===== src/rtl/comp.sv =====
// Three-input sorter: registers min/mid/max of (a,b,c) together with the source
// index of each, one cycle after in_valid. Ties resolve by source priority a < b < c.
module comp #(
  parameter int WIDTH = 7
) (
  input  logic             clk,
  input  logic             rst_n,
  input  logic             in_valid,
  input  logic [WIDTH-1:0] a,
  input  logic [WIDTH-1:0] b,
  input  logic [WIDTH-1:0] c,
  output logic [WIDTH-1:0] min,
  output logic [WIDTH-1:0] mid,
  output logic [WIDTH-1:0] max,
  output logic [1:0]       min_idx,
  output logic [1:0]       mid_idx,
  output logic [1:0]       max_idx,
  output logic             out_valid
);

  // Handshake: valid-only, no backpressure. A triple is accepted on every rising
  // edge with in_valid=1; out_valid is high for exactly the following cycle.

  logic [WIDTH-1:0] min_d, min_q, mid_d, mid_q, max_d, max_q;
  logic [1:0]       min_idx_d, min_idx_q, mid_idx_d, mid_idx_q, max_idx_d, max_idx_q;
  logic             out_valid_d, out_valid_q;
  logic [1:0]       rank_a, rank_b, rank_c;

  // Rank = number of operands ordered before this one; an equal operand with a
  // lower source index counts as smaller, so the ranks are always a permutation.
  always_comb begin
    rank_a = {1'b0, (b <  a)} + {1'b0, (c <  a)};
    rank_b = {1'b0, (a <= b)} + {1'b0, (c <  b)};
    rank_c = {1'b0, (a <= c)} + {1'b0, (b <= c)};
  end

  always_comb begin
    min_d       = min_q;
    mid_d       = mid_q;
    max_d       = max_q;
    min_idx_d   = min_idx_q;
    mid_idx_d   = mid_idx_q;
    max_idx_d   = max_idx_q;
    out_valid_d = in_valid;
    if (in_valid) begin
      min_d     = (rank_a == 2'd0) ? a : (rank_b == 2'd0) ? b : c;
      min_idx_d = (rank_a == 2'd0) ? 2'd0 : (rank_b == 2'd0) ? 2'd1 : 2'd2;
      mid_d     = (rank_a == 2'd1) ? a : (rank_b == 2'd1) ? b : c;
      mid_idx_d = (rank_a == 2'd1) ? 2'd0 : (rank_b == 2'd1) ? 2'd1 : 2'd2;
      max_d     = (rank_a == 2'd2) ? a : (rank_b == 2'd2) ? b : c;
      max_idx_d = (rank_a == 2'd2) ? 2'd0 : (rank_b == 2'd2) ? 2'd1 : 2'd2;
    end
  end

  always_ff @(posedge clk or negedge rst_n) begin
    if (!rst_n) begin
      min_q       <= '0;
      mid_q       <= '0;
      max_q       <= '0;
      min_idx_q   <= 2'd0;
      mid_idx_q   <= 2'd1;
      max_idx_q   <= 2'd2;
      out_valid_q <= 1'b0;
    end else begin
      min_q       <= min_d;
      mid_q       <= mid_d;
      max_q       <= max_d;
      min_idx_q   <= min_idx_d;
      mid_idx_q   <= mid_idx_d;
      max_idx_q   <= max_idx_d;
      out_valid_q <= out_valid_d;
    end
  end

  assign min       = min_q;
  assign mid       = mid_q;
  assign max       = max_q;
  assign min_idx   = min_idx_q;
  assign mid_idx   = mid_idx_q;
  assign max_idx   = max_idx_q;
  assign out_valid = out_valid_q;

endmodule


===== config.mk =====
export PLATFORM = sky130hd
export DESIGN_NAME = comp
export DESIGN_NICKNAME = d
export VERILOG_FILES = /design/src/rtl/comp.sv
export SDC_FILE = /design/constraint.sdc
export NUM_CORES = 1
export LEC_CHECK = 0
export ABC_AREA = 0
export BUFFER_PORTS_ARGS = -buffer_cell sky130_fd_sc_hd__buf_4
export CAP_MARGIN = 10
export CELL_PAD_IN_SITES_DETAIL_PLACEMENT = 2
export CELL_PAD_IN_SITES_GLOBAL_PLACEMENT = 2
export CORE_MARGIN = 8
export CORE_UTILIZATION = 26
export CTS_CLUSTER_SIZE = 10
export DETAILED_ROUTE_END_ITERATION = 7
export PLACE_DENSITY_LB_ADDON = 0.08
export SETUP_SLACK_MARGIN = 0.4
export SKIP_LAST_GASP = 1
export SYNTH_ARGS = -nofsm -noshare
export SYNTH_HDL_FRONTEND = slang
export SYNTH_SLANG_ARGS = --single-unit
export TNS_END_PERCENT = 50

===== constraint.sdc =====
create_clock -name clk -period 1 [get_ports clk]
set_input_delay 0.1 -clock clk [delete_from_list [all_inputs] [get_ports clk]]
set_output_delay 0.1 -clock clk [all_outputs]
set_load 0.1 [all_outputs]

==> impl_results.md <==
* Core ar. at ~0.0076 mm²
* CP startpoint kind: primary input
* Row cnt at 32
* Netlist cell types at 20
* ANT cells at 0
* Worst slew margin at 74.79%
* Endpoints failing setup at between 50 and 60
* CP dominant cell by count: ha_4
* R2r startpoint: mid[2]$_DFFE_PN0P_
* Sequential Area at roughly 700 µm²
* Vias in the first global route at around 2.3k
* Largest stage delay, worst path at about 360 ps
* Fin crit period at 1789 ps
* Post-DP HPWL at 5962 µm
* RSZ-0062 raised after global routing: true
* Clock latency on the worst-skew pair at 280 ps
* Initial antenna violation count at 0
* Reg clk slew, reported paths at approximately 100 ps
* Utilization after layout at between 40 and 50%
* IO Port Bufs at 51
* Crit-path slowest cell: ha_4
* Initial Util at 26.47%
* Syn_nets at around 260
* CTS sink cnt at 28
* Nets at 349
* P per Cell Area at slightly above 2000 mW/mm²
* Residual DRC at 0
* Largest net degree at the start of global routing at 29
* Via Count at about 1.9k
* Mapped Area at roughly 0.0020 mm²
* Die width at between 100 and 150 µm
* GPL Wtd Cong at around 0.74
* Outcome: finished, violations left
* Clock root buffer: clkbuf_8
* FF-to-FF End: mid[2]$_DFFE_PN0P_
* DRT Pass-1 Iters at 4
* Sequential fraction of the synthesis area at a little over a third
* Pins over their slew limit at 0
* Initial drt markers at 21
* Crit path cell chain: buf_6 -> ha_4 -> a21oi_4 -> o21ai_2 -> o22ai_2 -> inv_2 -> ha_4 -> mux2i_1 -> o21ai_1 -> mux2_2
* Leakage at roughly 1.6 nW
* Critical Path AT at between 1500 and 2000 ps
* Post-Synthesis Cells at approximately 210
* Setup CP Type: primary input to flip-flop
* Routed vias/inst at approximately 4.7
* Die height at around 100 µm
* Power Total at 6.942 mW
* Setup ws final at -788.8 ps
* Post-route ant nets at 0
* WHS at -278.0 ps
* Syn. warnings at 0
* Max-cap viol count at 0
* CTS Buf Count at 3
* Routed WL at 7512 µm
* Critical Path Sink Type: flip-flop
* Failing checks: negative hold slack, negative setup slack
* Setup Skew at 0 ps
* Die Area at 0.01087 mm²
* CTS tree: yes
* WL/cell at 18.73 µm
* Maximum net fanout on the critical path at 8
* Synthesized flop and latch total at 28
* Multi-input gate area at roughly 0.0016 mm²
* Syn-to-layout area delta at 70.27%
* H-tree depth at 1
* Total track usage at 13.63%
* Most common cell after layout, fill and taps aside: buf_4
* Fin crit share at 178.9%
* HP Class: primary input to async pin
* First-pass GRT wire length at 12170 µm
* Worst VDD drop at about 1300 µV
* Commonest non-fill, non-tap cells in the layout: 77 x buf_4, 26 x dfrtp_1, 23 x nand2_1
* Worst-Margin Slew at around 380 ps
* Fill cell count at 799
* Syn_area_per_cell at just under 10 µm²
* WP data required at between 1000 and 1500 ps
* Pre-CTS WS at -1262 ps
* F_max at 559.0 MHz
* Worst R2R Setup Slack at 210 ps
* Final hold vios at 26
* Ports at 52
* Layout cell share with drive strength beyond 1 at 61.20%
* Total grt overflow at 0
* Reg2Reg Depth at 1
* Clock tree buffer depth at 2
how the worst max path moves through the flow:
stage,to,startpoint
final,mid[5]$_DFFE_PN0P_,a[4]
after global routing,mid[6]$_DFFE_PN0P_,b[6]
after CTS,max[0]$_DFFE_PN0P_,b[6]
after detailed placement,max[0]$_DFFE_PN0P_,b[2]
after global placement,max[0]$_DFFE_PN0P_,b[2]
after floorplan,mid[0]$_DFFE_PN0P_,b[4]
worst max-delay path, delay by kind of cell:
kind	cells	cell delay, ps
fa+ha+maj	2	600
compound gates	4	540
mux	2	500
buf+inv	2	210
per-layer routing:
| metal | vias up | GRT usage (%) | wire (µm) |
|---|---|---|---|
| met5 | - | 0 | 0 |
| met4 | 0 | 2.482 | 46 |
| met3 | 5 | 2.602 | 257 |
| met2 | 29 | 22.64 | 3597 |
| met1 | 935 | 17.98 | 3611 |
| li1 | 908 | - | - |
registers in the layout (all words and copies together) (netlist names):
| name | cells |
|---|---|
| min_idx | 2 |
| mid_idx | 2 |
| mid | 7 |
| max | 7 |
| min | 7 |
| out_valid | 1 |
| max_idx | 2 |
synth_stat cells:
library cell	instances	area, µm²
nand2_1	28	105.1
dfrtp_1	26	650.6
ha_1	25	312.8
mux2_2	25	281.5
o21ai_0	25	125.1
mux2i_1	22	220.2
inv_1	17	63.81
buf_2	8	40.04
a21oi_1	7	35.03
nand3_1	3	15.01
nand4_1	3	18.77
nor2_1	3	11.26
a21oi_2	2	17.52
and3_1	2	12.51
and4_1	2	17.52
dfstp_2	2	52.55
nand3b_1	2	15.01
nor2b_1	2	12.51
clkbuf_2	1	5.000
o22ai_2	1	12.51
kinds of logic (layout without fill, tap and decap cells):
kind of cell,count (synthesis),count (layout),synth area share [%]
flip-flops,28,28,34.73
buffers and inverters,26,119,5.377
multiplexers,47,47,24.78
AO/OA/AOI/OAI,35,35,9.394
adder cells (fa/ha/maj),25,25,15.45
AND/OR/NAND/NOR,45,45,10.26
where the power goes:
part           switching (mW)  internal [mW]  total, mW  leakage, nW
sequential              0.159           1.42       1.58        0.333
combinational            3.15           1.49       4.63         1.20
clock                   0.373          0.353      0.727       0.0288
total                    3.68           3.26       6.94         1.57
through the flow:
step                cells  instance area [µm²]  TNS, ps
detailed placement    387                 2949   -29380
global route          401                 3447   -23470
floorplan             206                 2175   -19730
finish                401                 3447   -20060
CTS                   398                 3268   -20310
global placement      387                 2949   -27440
final cells by class:
class | instances | area share (%)
Inverter | 17 | 3.013
Tap cell | 102 | 3.702
Timing Repair Buffer | 98 | 25.44
Multi-Input combinational cell | 152 | 45.84
Clock buffer | 4 | 1.597
Sequential cell | 28 | 20.40
repair_timing:
action	CTS	global route
pin swaps	13	16
setup buffers	7	3
endpoints found under the setup margin	55	55
hold endpoints to repair	26	27
gates resized for setup	56	38
(Power assumes the default switching activity.)
